File: src/rtl/playback_pkg.sv
// Shared definitions for the sample playback controller: state encoding and
// default sample width / midscale idle code.
package playback_pkg;

  localparam int SAMPLE_W_DEF = 16;
  localparam int CNT_W_DEF    = 24;
  localparam logic [15:0] IDLE_CODE_DEF = 16'h8000;

  typedef enum logic [1:0] {
    ST_IDLE  = 2'd0,
    ST_RUN   = 2'd1,
    ST_FLUSH = 2'd2
  } state_e;

endpackage

File: src/rtl/sample_playback_ctrl.sv
// Streams {ch1, ch2} sample pairs from a standard (non-FWFT) FIFO to a DAC,
// either for a fixed word count or continuously until stopped.
module sample_playback_ctrl
  import playback_pkg::*;
#(
  parameter int                    SAMPLE_W  = SAMPLE_W_DEF,
  parameter int                    CNT_W     = CNT_W_DEF,
  parameter logic [SAMPLE_W-1:0]   IDLE_CODE = IDLE_CODE_DEF
) (
  input  logic                  adc_data_clk,
  input  logic                  reset,
  input  logic                  start,
  input  logic                  stop,
  input  logic [CNT_W-1:0]      num_words,
  input  logic [2*SAMPLE_W-1:0] fifo_dout,
  input  logic                  fifo_empty,
  input  logic                  fifo_busy,
  input  logic                  sink_rdy,
  output logic                  fifo_rd_en,
  output logic [SAMPLE_W-1:0]   dac_data_1,
  output logic [SAMPLE_W-1:0]   dac_data_2,
  output logic                  dac_valid,
  output logic                  busy,
  output logic                  done,
  output logic                  underflow,
  output logic [CNT_W-1:0]      words_played
);

  state_e              state_q, state_d;
  logic                rd_d1_q, rd_d1_d;
  logic [SAMPLE_W-1:0] dac_data_1_q, dac_data_1_d;
  logic [SAMPLE_W-1:0] dac_data_2_q, dac_data_2_d;
  logic                dac_valid_q, dac_valid_d;
  logic                done_q, done_d;
  logic                underflow_q, underflow_d;
  logic [CNT_W-1:0]    words_played_q, words_played_d;

  logic                exhausted;
  logic                start_ok;
  logic [CNT_W-1:0]    words_next;

  always_comb begin
    exhausted  = (num_words != '0) && (words_played_q == num_words);
    start_ok   = (state_q == ST_IDLE) && start && !stop && !fifo_busy;
    fifo_rd_en = (state_q == ST_RUN) && !fifo_empty && sink_rdy && !stop &&
                 !reset && !exhausted;
    words_next = words_played_q + {{(CNT_W-1){1'b0}}, fifo_rd_en};

    state_d        = state_q;
    rd_d1_d        = fifo_rd_en;
    dac_data_1_d   = dac_data_1_q;
    dac_data_2_d   = dac_data_2_q;
    dac_valid_d    = 1'b0;
    done_d         = (state_q == ST_FLUSH);
    underflow_d    = underflow_q;
    words_played_d = words_next;

    // Data read last cycle is on fifo_dout now; otherwise idle parks at midscale.
    if (rd_d1_q) begin
      dac_data_1_d = fifo_dout[2*SAMPLE_W-1:SAMPLE_W];
      dac_data_2_d = fifo_dout[SAMPLE_W-1:0];
      dac_valid_d  = 1'b1;
    end else if (state_q == ST_IDLE) begin
      dac_data_1_d = IDLE_CODE;
      dac_data_2_d = IDLE_CODE;
    end

    case (state_q)
      ST_IDLE: begin
        if (start_ok) begin
          state_d        = ST_RUN;
          words_played_d = '0;
          underflow_d    = 1'b0;
        end
      end
      ST_RUN: begin
        if (sink_rdy && fifo_empty && !exhausted && !stop)
          underflow_d = 1'b1;
        // Covers both the final counted read and an abort request.
        if (stop || ((num_words != '0) && (words_next == num_words)))
          state_d = ST_FLUSH;
      end
      ST_FLUSH: state_d = ST_IDLE;
      default:  state_d = ST_IDLE;
    endcase
  end

  always_ff @(posedge adc_data_clk) begin
    if (reset) begin
      state_q        <= ST_IDLE;
      rd_d1_q        <= 1'b0;
      dac_data_1_q   <= IDLE_CODE;
      dac_data_2_q   <= IDLE_CODE;
      dac_valid_q    <= 1'b0;
      done_q         <= 1'b0;
      underflow_q    <= 1'b0;
      words_played_q <= '0;
    end else begin
      state_q        <= state_d;
      rd_d1_q        <= rd_d1_d;
      dac_data_1_q   <= dac_data_1_d;
      dac_data_2_q   <= dac_data_2_d;
      dac_valid_q    <= dac_valid_d;
      done_q         <= done_d;
      underflow_q    <= underflow_d;
      words_played_q <= words_played_d;
    end
  end

  assign dac_data_1   = dac_data_1_q;
  assign dac_data_2   = dac_data_2_q;
  assign dac_valid    = dac_valid_q;
  assign busy         = (state_q != ST_IDLE);
  assign done         = done_q;
  assign underflow    = underflow_q;
  assign words_played = words_played_q;

endmodule

File: config.mk
export PLATFORM = sky130hd
export DESIGN_NAME = sample_playback_ctrl
export DESIGN_NICKNAME = d
export VERILOG_FILES = /design/src/rtl/playback_pkg.sv /design/src/rtl/sample_playback_ctrl.sv
export SDC_FILE = /design/constraint.sdc
export NUM_CORES = 1
export LEC_CHECK = 0
export BUFFER_PORTS_ARGS = -buffer_cell sky130_fd_sc_hd__buf_2
export CORE_MARGIN = 10
export CORE_UTILIZATION = 43
export DETAILED_ROUTE_END_ITERATION = 12
export PLACE_DENSITY = 0.78
export SKIP_LAST_GASP = 1
export SLEW_MARGIN = 20
export SYNTH_ARGS = -nofsm -noshare
export SYNTH_HDL_FRONTEND = slang
export SYNTH_SLANG_ARGS = --single-unit
File: constraint.sdc
create_clock -name adc_data_clk -period 3.31 [get_ports adc_data_clk]
set_input_delay 0.4965 -clock adc_data_clk [delete_from_list [all_inputs] [get_ports adc_data_clk]]
set_output_delay 0.4965 -clock adc_data_clk [all_outputs]
set_load 0.02 [all_outputs]
==> impl_metrics.env, run 1 <==
export IMPL_synth_simple_gate_area_share_pct=21.25
export IMPL_drtPass1Iterations=4
export IMPL_syn_num_nets=380
export IMPL_synthXorXnorAreaFrac_pct=18.60
export IMPL_grt_pass1_vias=3294
export IMPL_cp_arrival_ns=3.60
export IMPL_maxCapViolCount=0
export IMPL_placed_area_sq_mm=0.004305
export IMPL_grt_start_max_net_pins=32
export IMPL_dieHeight_um=103.7
export IMPL_crit_start="num_words[20]"
export IMPL_worst_hold_startpoint="fifo_dout[20]"
export IMPL_finalCriticalPeriod_ns=3.381
export IMPL_pin_count=124
export IMPL_die_area_sq_mm=0.01076
export IMPL_htreeDepth=3
export IMPL_synth_area_leaders="dfxtp_1 (41%), xor2_1 (13%), a22o_1 (8.7%)"
export IMPL_track_usage_pct=18.64
export IMPL_worstPathRequired_ns=3.53
export IMPL_violations="negative setup slack"
export IMPL_grt_overflow=0
export IMPL_hold_class="primary input to flip-flop"
export IMPL_ant_nets=0
export IMPL_cts_sinks=62
export IMPL_initial_core_util_pct=44.36
export IMPL_via_per_inst=5.280
export IMPL_powerDensity_mw_per_mm2=322.9
export IMPL_rr_endpoint="state_q[0]"
export IMPL_synth_mux_area_share_pct=0.7472
export IMPL_grt_pass1_wl_um=16720
export IMPL_finish_instance_area_sq_mm=0.004878
export IMPL_fin_util_pct=71.80
export IMPL_cp_end_kind="flip-flop"
export IMPL_hold_end="dac_data_1[4]"
export IMPL_gp_congestion=1.038
export IMPL_wirelength_um=11020
export IMPL_status="complete, but fails checks"
export IMPL_pwr_share_comb_pct=10.7
export IMPL_fp_row_count=30
export IMPL_worst_r2r_path_depth=15
export IMPL_synthFlopType="dfxtp_1"
export IMPL_pwr_share_seq_pct=47.4
export IMPL_finalCritPeriodShare_pct=102.2
export IMPL_drc=0
export IMPL_final_hold_violation_count=0
export IMPL_tightest_slew_ns=0.9970
export IMPL_num_nets_final=580
export IMPL_post_synth_fa_ha_maj_area_fraction_pct=1.245
export IMPL_core_area_sq_mm=0.006794
export IMPL_synth_top_area_share_pct=41.18
export IMPL_synth_edf_count=0
export IMPL_die_w_um=103.7
export IMPL_synth_cell_area_sq_mm=0.003014
export IMPL_cp_cell_sequence="buf_6 > nor4_4 > nand4_1 > nor2_2 > o311ai_4 > nor3_4 > ha_4 > nand4_4 > buf_4 > nor4_4 > nand4_1 > xnor2_1 > nor4_1 > buf_4 > and4_1 > a311oi_1"
export IMPL_max_stage_delay_ns=0.35
export IMPL_synth_seq_cells=62
export IMPL_ys_types=46
export IMPL_cts_buffers=9
export IMPL_synth_area_per_cell_sq_um=9.599
export IMPL_leakagePower_nw=2.260
export IMPL_via_count=3247
export IMPL_cts_root_buf="clkbuf_8"
export IMPL_drv_slew=0
export IMPL_port_buffers=123
export IMPL_clock_latency_ns=0.34
export IMPL_switchingPower_uw=397.1
export IMPL_fin_setup_tns_ns=-0.09308
export IMPL_syn_inst=314
export IMPL_drive_above_1_share_pct=52.79
export IMPL_worst_slack_ns=-0.07135
export IMPL_yosys_area_top_type="dfxtp_1"
export IMPL_ys_seq_area_share_pct=41.18
export IMPL_fmax_mhz=295.7
export IMPL_dpl_hpwl_um=8279
export IMPL_rrSetupSlack_ns=-0.05
export IMPL_drt_initial_drc_count=140
export IMPL_cp_slowest_cell="nor4_1"
export IMPL_internal_power_mw=1.178
export IMPL_syn_to_final_growth_pct=61.85
export IMPL_fillers=497
export IMPL_yosysWarnings=0
export IMPL_min_delay_path_depth=2
export IMPL_clock_path_buffers=2
export IMPL_cts_tree="yes"
export IMPL_wl_per_cell_um=17.92
export IMPL_antenna_found_initial=0
export IMPL_setup_viol=2
export IMPL_relSlewSlack_pct=33.53
export IMPL_start_kind="primary input"
export IMPL_p_total_mw=1.575
export IMPL_max_vdd_ir_drop_mv=0.2136
export IMPL_async_flop_share_pct=0
export IMPL_num_antenna_cells=0
export IMPL_clock_skew_ns=0.01027
export IMPL_crit_fanout=5
export IMPL_worstSetupPathType="primary input to flip-flop"
export IMPL_synth_compound_area_share_pct=12.49
export IMPL_path_clk_slew_ns=0.08
export IMPL_synth_top_family_by_area="simple AND/OR/NAND/NOR gates"
export IMPL_rsz0062_at_grt="yes"
export IMPL_rr_startpoint="words_played[18]"
export IMPL_clkPwrFrac_pct=41.9
export IMPL_switching_share_pct=25.21
kinds of logic after synthesis:
| family | after synthesis |
|---|---|
| AO/OA/AOI/OAI | 45 |
| buffers and inverters | 26 |
| flip-flops | 62 |
| multiplexers | 2 |
| adder cells (fa/ha/maj) | 3 |
| XOR/XNOR | 64 |
| AND/OR/NAND/NOR | 112 |
sequential cells by signal (all words and copies together) (netlist names):
| signal | count |
|---|---|
| rd_d1_q | 1 |
| state_q | 2 |
| dac_valid | 1 |
| underflow | 1 |
| words_played | 24 |
| dac_data_1 | 16 |
| done | 1 |
| dac_data_2 | 16 |
worst max-delay path, delay by kind of cell:
family,cells,cell delay [ns]
AND/OR/NAND/NOR,9,2.05
XOR/XNOR,1,0.19
buffers and inverters,3,0.43
AO/OA/AOI/OAI,2,0.22
adder cells (fa/ha/maj),1,0.21
Yosys cell counts (all sizes together), types with 2 or more instances:
cell type / n
dfxtp: 62
xor2: 44
nor2: 31
a22o: 30
xnor2: 20
nor4: 16
nand3: 14
clkbuf: 12
nor3: 12
inv: 10
nand4: 10
nand2: 8
and4: 5
buf: 4
or3: 4
a31oi: 3
ha: 3
o22a: 3
mux2: 2
nand2b: 2
nor3b: 2
o21ai: 2
through the flow:
step | hold slack [ns] | setup WS (ns) | cells
finish | 0.3683 | -0.07135 | 615
global route | 0.3597 | -0.2205 | 615
CTS | 0.3581 | 0.002230 | 610
detailed placement | 0.4504 | -0.4807 | 594
global placement | 0.4396 | -0.4186 | 594
floorplan | 0.4121 | -0.08151 | 314
power by group through the flow:
stage / logic, mW / registers [mW] / clock network, mW
detailed placement: 0.142 / 0.765 / 0
global route: 0.180 / 0.746 / 0.707
global placement: 0.139 / 0.765 / 0
floorplan: 0.0515 / 0.766 / 0
CTS: 0.144 / 0.748 / 0.672
finish: 0.169 / 0.746 / 0.660
repair_timing:
item / CTS / global route
pin swaps: 2 / 31
hold buffers: 0 / 0
setup buffers: 0 / 7
setup endpoints to repair: 2 / 2
gates resized for setup: 7 / 57
worst max path at each step:
stage / to
after global routing: state_q[0]
after floorplan: state_q[1]
after global placement: state_q[0]
final: state_q[0]
after detailed placement: state_q[0]
after CTS: state_q[1]
placed cells by master (no fill, tap or decap), types with 9 or more instances in the layout:
master,count
clkbuf_8,9
nor2_1,29
inv_1,10
xor2_2,9
xnor2_1,17
nand4_1,9
buf_4,82
a22o_1,30
buf_2,116
dfxtp_1,57
nand3_1,13
xor2_1,33
layer usage:
| metal | part of all wire [%] | vias up | GRT usage, % |
|---|---|---|---|
| met5 | 0 | - | 0 |
| met4 | 3.9 | 0 | 8.151 |
| met3 | 9.2 | 46 | 7.931 |
| met2 | 47 | 187 | 30.05 |
| met1 | 40 | 1489 | 21.00 |
| li1 | - | 1525 | - |
area by class of cell:
class                           instances  area [sq um]  area share (%)
Clock buffer                            9         123.9           2.539
Clock inverter                          7         72.57           1.488
Inverter                               10         37.54          0.7694
Multi-Input combinational cell        226          1989           40.78
Sequential cell                        62          1252           25.67
Tap cell                               96         120.1           2.462
Timing Repair Buffer                  205          1282           26.29
(Power assumes the default switching activity.)
==> run 2, diff against run 1 <==
- RECOVER_POWER: default -> 50
- REMOVE_ABC_BUFFERS: default -> 1
==> run 2 against run 1 <==
The run still ends with negative setup slack left; cell count decreased by 0.81%; combinational power decreased by 11%; clock skew about the same; count of clock-buffer cells in the layout unchanged; utilization decreased by 3.4 points; sequential power about the same; clock power increased by 25%; critical path type unchanged; highest routed layer unchanged.
==> impl_metrics.env, run 2 (synthesis results as in run 1) <==
export IMPL_final_hold_violation_count=0
export IMPL_final_cell_mix="buf_4 (75), buf_2 (65), dfxtp_1 (61)"
export IMPL_rsz0062_at_grt="yes"
export IMPL_port_buffers=123
export IMPL_via_count=3310
export IMPL_fin_setup_tns_ns=-0.1609
export IMPL_drc=0
export IMPL_start_kind="primary input"
export IMPL_finalCritPeriodShare_pct=103.4
export IMPL_cts_sinks=62
export IMPL_layout_commonest_cell="buf_4"
export IMPL_cts_tree="yes"
export IMPL_core_area_sq_mm=0.006794
export IMPL_fp_row_count=30
export IMPL_tightest_slew_ns=0.9969
export IMPL_worstPathRequired_ns=3.52
export IMPL_critPathTopFamily="simple AND/OR/NAND/NOR gates"
export IMPL_cp_slowest_cell="nor4_1"
export IMPL_drv_slew=0
export IMPL_track_usage_pct=18.48
export IMPL_drive_above_1_share_pct=38.72
export IMPL_antenna_found_initial=0
export IMPL_cp_arrival_ns=3.64
export IMPL_relSlewSlack_pct=33.54
export IMPL_crit_fanout=4
export IMPL_pin_count=124
export IMPL_dieHeight_um=103.7
export IMPL_drt_initial_drc_count=260
export IMPL_cp_cell_sequence="buf_2 > nor4_4 > nand4_1 > nor2_4 > o311ai_4 > nor3_2 > buf_4 > ha_4 > ha_4 > nand3_2 > buf_4 > nor2_1 > nand4_1 > xnor2_1 > nor4_1 > and4_1 > a311oi_1"
export IMPL_wirelength_um=11300
export IMPL_num_nets_final=575
export IMPL_leakagePower_nw=1.998
export IMPL_hold_buffers=0
export IMPL_max_stage_delay_ns=0.36
export IMPL_clock_skew_ns=0.01048
export IMPL_status="complete, but fails checks"
export IMPL_gp_congestion=1.012
export IMPL_clock_latency_ns=0.34
export IMPL_grt_start_max_net_pins=32
export IMPL_cts_buffers=9
export IMPL_die_w_um=103.7
export IMPL_violations="negative setup slack"
export IMPL_worstSetupPathType="primary input to flip-flop"
export IMPL_die_area_sq_mm=0.01076
export IMPL_dpl_hpwl_um=8104
export IMPL_cts_root_buf="clkbuf_8"
export IMPL_ant_nets=0
export IMPL_p_total_mw=1.722
export IMPL_via_per_inst=5.426
export IMPL_syn_to_final_growth_pct=54.21
export IMPL_cp_end_kind="flip-flop"
export IMPL_wl_per_cell_um=18.52
export IMPL_grt_pass1_wl_um=16570
export IMPL_initial_core_util_pct=44.36
export IMPL_hold_class="primary input to flip-flop"
export IMPL_clock_path_buffers=2
export IMPL_grt_overflow=0
export IMPL_drtPass1Iterations=5
export IMPL_num_antenna_cells=0
export IMPL_critPathBufInv=3
export IMPL_htreeDepth=3
export IMPL_max_vdd_ir_drop_mv=0.2001
export IMPL_path_clk_slew_ns=0.08
export IMPL_setup_viol=2
export IMPL_worst_slack_ns=-0.1129
export IMPL_maxCapViolCount=0
export IMPL_powerDensity_mw_per_mm2=370.6
export IMPL_fmax_mhz=292.1
export IMPL_finalCriticalPeriod_ns=3.423
export IMPL_placed_area_sq_mm=0.004213
export IMPL_finish_instance_area_sq_mm=0.004648
export IMPL_grt_pass1_vias=3257
export IMPL_largest_register_ff_count=24
## run 2: changes by cell type in the layout (fill, tap and decap cells not counted), sizes merged
cell      change
buf          -62
clkinvlp      -2
bufinv        +2
clkbuf       +57
## run 2: what timing repair did
action	in CTS	in global routing
setup buffers	2	3
resized for setup	14	30
pin swaps	9	14
endpoints found under the setup margin	3	2
## run 2: layer usage
layer | share of wire (%) | vias up | wire, um | track usage [%]
li1 | - | 1516 | - | -
met1 | 42 | 1566 | 4702 | 21.75
met2 | 46 | 191 | 5236 | 29.64
met3 | 8.8 | 37 | 993 | 7.373
met4 | 3.2 | 0 | 363 | 6.660
met5 | 0 | - | 0 | 0
## run 2: path summary, 6_finish.rpt
check / cells after the start / to / slack, ns / start
worst max-delay path: 17 / state_q[0] / -0.11 / num_words[12]
worst min-delay path: 2 / dac_data_1[12] / 0.37 / fifo_dout[28]
worst max register to register: 15 / state_q[0] / -0.08 / words_played[10]
worst min register to register: 1 / dac_data_1[15] / 0.46 / dac_data_1[15]
## run 2: power breakdown
part | internal, mW | switching [mW] | leakage [nW]
clock | 0.504 | 0.320 | 0.124
combinational | 0.0707 | 0.0795 | 1.37
sequential | 0.747 | 0.000784 | 0.500
## run 2: stage by stage
step	utilization, %	setup WS (ns)	cells	hold WS (ns)
finish	68.42	-0.1129	610	0.3691
detailed placement	62.01	-0.7325	591	0.4448
global placement	62.01	-0.5545	591	0.4422
CTS	66.87	-0.0009053	608	0.3529
floorplan	-	-0.5798	298	0.4091
global route	68.42	-0.1328	610	0.3536
## run 2: layout make-up
type	count	area, sq um
Clock buffer	9	123.9
Sequential cell	62	1242
Fill cell	520	2146
Tap cell	96	120.1
Timing Repair Buffer	200	1140
Clock inverter	7	121.4
Multi-Input combinational cell	226	1863
Inverter	10	37.54
==> run 3, diff against run 2 <==
==> constraint.sdc (replaced) <==
create_clock -name adc_data_clk -period 3.31 [get_ports adc_data_clk]
set_input_delay 0.331 -clock adc_data_clk [delete_from_list [all_inputs] [get_ports adc_data_clk]]
set_output_delay 0.331 -clock adc_data_clk [all_outputs]
set_load 0.02 [all_outputs]
==> run 3 against run 2 <==
The flow still finishes with violations (negative setup slack); maximum frequency down 2.4%; via count up 0.69%; sequential share of layout area down 0.12 points; clock power down 18%; flip-flop and latch count unchanged; non-clock buffer count up 3; critical path type unchanged; largest cell class unchanged.
==> impl_metrics.env, run 3 (synthesis results as in run 1) <==
export IMPL_status="complete, but fails checks"
export IMPL_violations="negative setup slack"
export IMPL_ant_nets=0
export IMPL_switchingPower_uw=409.3
export IMPL_num_nets_final=578
export IMPL_final_cell_mix="buf_4 (79), buf_2 (67), clkbuf_1 (56)"
export IMPL_cts_root_buf="clkbuf_8"
export IMPL_pin_count=124
export IMPL_switching_share_pct=25.89
export IMPL_core_area_sq_mm=0.006794
export IMPL_start_kind="primary input"
export IMPL_wl_per_cell_um=19.50
export IMPL_hold_class="primary input to flip-flop"
export IMPL_syn_to_final_growth_pct=56.16
export IMPL_multi_input_area_sq_mm=0.001953
export IMPL_crit_fanout=4
export IMPL_rsz0062_at_grt="yes"
export IMPL_leakagePower_nw=1.993
export IMPL_max_vdd_ir_drop_mv=0.1903
export IMPL_fin_setup_tns_ns=-0.3361
export IMPL_dpl_hpwl_um=8189
export IMPL_wirelength_um=11950
export IMPL_maxCapViolCount=0
export IMPL_via_per_inst=5.437
export IMPL_worst_hold_startpoint="fifo_dout[28]"
export IMPL_dieHeight_um=103.7
export IMPL_placedCellCount=589
export IMPL_fin_hold_ws_ns=0.1990
export IMPL_fmax_mhz=285.1
export IMPL_grt_overflow=0
export IMPL_powerDensity_mw_per_mm2=335.9
export IMPL_antenna_found_initial=0
export IMPL_layout_commonest_cell="buf_4"
export IMPL_initial_core_util_pct=44.36
export IMPL_final_hold_violation_count=0
export IMPL_drc=0
export IMPL_die_area_sq_mm=0.01076
export IMPL_drtPass1Iterations=5
export IMPL_relSlewSlack_pct=31.56
export IMPL_setup_viol=2
export IMPL_worstSetupPathType="primary input to flip-flop"
export IMPL_port_buffers=123
export IMPL_grt_pass1_wl_um=16450
export IMPL_internal_power_mw=1.172
export IMPL_clock_path_buffers=2
export IMPL_die_w_um=103.7
export IMPL_rr_endpoint="state_q[0]"
export IMPL_finalCritPeriodShare_pct=106.0
export IMPL_cts_sinks=62
export IMPL_path_clk_slew_ns=0.08
export IMPL_cts_buffers=9
export IMPL_worst_r2r_path_depth=15
export IMPL_worst_slack_ns=-0.1981
export IMPL_grt_pass1_vias=3229
export IMPL_pwr_share_comb_pct=10.1
export IMPL_tightest_slew_ns=1.027
export IMPL_min_delay_path_depth=2
export IMPL_cp_arrival_ns=3.75
export IMPL_finalCriticalPeriod_ns=3.508
export IMPL_rrSetupSlack_ns=-0.10
export IMPL_cp_end_kind="flip-flop"
export IMPL_layout_area_seq_sq_mm=0.001252
export IMPL_pre_cts_ws_ns=-0.5274
export IMPL_cts_tree="yes"
export IMPL_fp_row_count=30
export IMPL_fillers=529
export IMPL_clkPwrFrac_pct=42.6
export IMPL_clock_latency_ns=0.35
export IMPL_instances_no_fill=613
export IMPL_num_antenna_cells=0
export IMPL_htreeDepth=3
export IMPL_track_usage_pct=18.57
export IMPL_drv_slew=0
export IMPL_via_count=3333
export IMPL_hold_buffers=0
export IMPL_largest_register_ff_count=24
export IMPL_hold_end="dac_data_1[12]"
export IMPL_grt_start_max_net_pins=32
export IMPL_drt_initial_drc_count=213
export IMPL_worstPathRequired_ns=3.56
export IMPL_gp_congestion=0.9952
export IMPL_clock_skew_ns=0.01315
export IMPL_pwr_share_seq_pct=47.3
export IMPL_rr_startpoint="words_played[15]"
export IMPL_drive_above_1_share_pct=43.52
==> run 3: cell count changes in the layout (fill, tap and decap cells not counted), moves of 3 or more <==
| cell | before | now |
|---|---|---|
| buf_4 | 75 | 79 |
| buf_6 | 3 | 0 |
| dfxtp_1 | 61 | 53 |
| dfxtp_2 | 1 | 9 |
| nor4_4 | 5 | 2 |
| xor2_1 | 42 | 27 |
| xor2_2 | 2 | 17 |
==> run 3: worst max-delay path, cell delays in order <==
cell,delay [ns]
buf_2,0.12
nor4_1,0.31
buf_4,0.17
nand4_1,0.15
nor2_2,0.19
o311ai_2,0.15
nor3_2,0.33
ha_4,0.23
ha_4,0.19
nand3_1,0.24
buf_4,0.23
nor2_1,0.08
nand4_1,0.18
xnor2_1,0.30
nor4_1,0.09
and4_1,0.20
a311oi_1,0.26
==> run 3: worst max path at each step <==
| stage | startpoint | endpoint | slack, ns | cells after the start |
|---|---|---|---|---|
| 4_1_cts | state_q[0] | state_q[1] | 0.0008 | 12 |
| 3_3_place_gp | num_words[3] | state_q[1] | -0.39 | 15 |
| 3_5_place_dp | num_words[6] | state_q[0] | -0.53 | 15 |
| 5_1_grt | num_words[14] | state_q[0] | -0.30 | 17 |
| 6_report | num_words[13] | state_q[0] | -0.20 | 17 |
| 2_1_floorplan | words_played[5] | state_q[1] | -0.50 | 13 |
==> run 3: per-layer routing <==
layer,routed length (um),track usage (%),vias to the layer above
met5,0,0,-
met4,488,7.157,0
met3,1121,7.993,49
met2,5553,30.09,217
met1,4790,21.09,1557
li1,-,-,1510
==> run 3: power by group through the flow <==
| stage | clock network [mW] | registers [mW] | logic [mW] |
|---|---|---|---|
| global route | 0.720 | 0.748 | 0.170 |
| CTS | 0.678 | 0.748 | 0.136 |
| finish | 0.673 | 0.748 | 0.160 |
| floorplan | 0 | 0.766 | 0.0454 |
| detailed placement | 0 | 0.765 | 0.131 |
| global placement | 0 | 0.765 | 0.128 |
==> run 3: cell type report <==
type	instances	share of cell area, %
inverter	10	0.7974
sequential	62	26.61
clock buffer	9	2.632
multi-input combinational	226	41.49
clock inverter	7	1.568
tap	96	2.552
timing repair buffer	203	24.35
==> run 3: what timing repair did <==
item / CTS / global route
setup buffers: 0 / 8
gates cloned: 0 / 0
setup endpoints to repair: 2 / 3
endpoints found under the hold margin: 0 / 0
gates resized for setup: 9 / 49
pin swaps: 1 / 24
==> run 3: per-stage QoR <==
stage	total power [mW]	util (%)	cell area [sq um]
after floorplan	0.8116	-	2917
after global placement	0.8933	61.79	4198
after detailed placement	0.8966	61.79	4198
after CTS	1.562	65.41	4444
after global routing	1.638	69.28	4707
final	1.581	69.28	4707
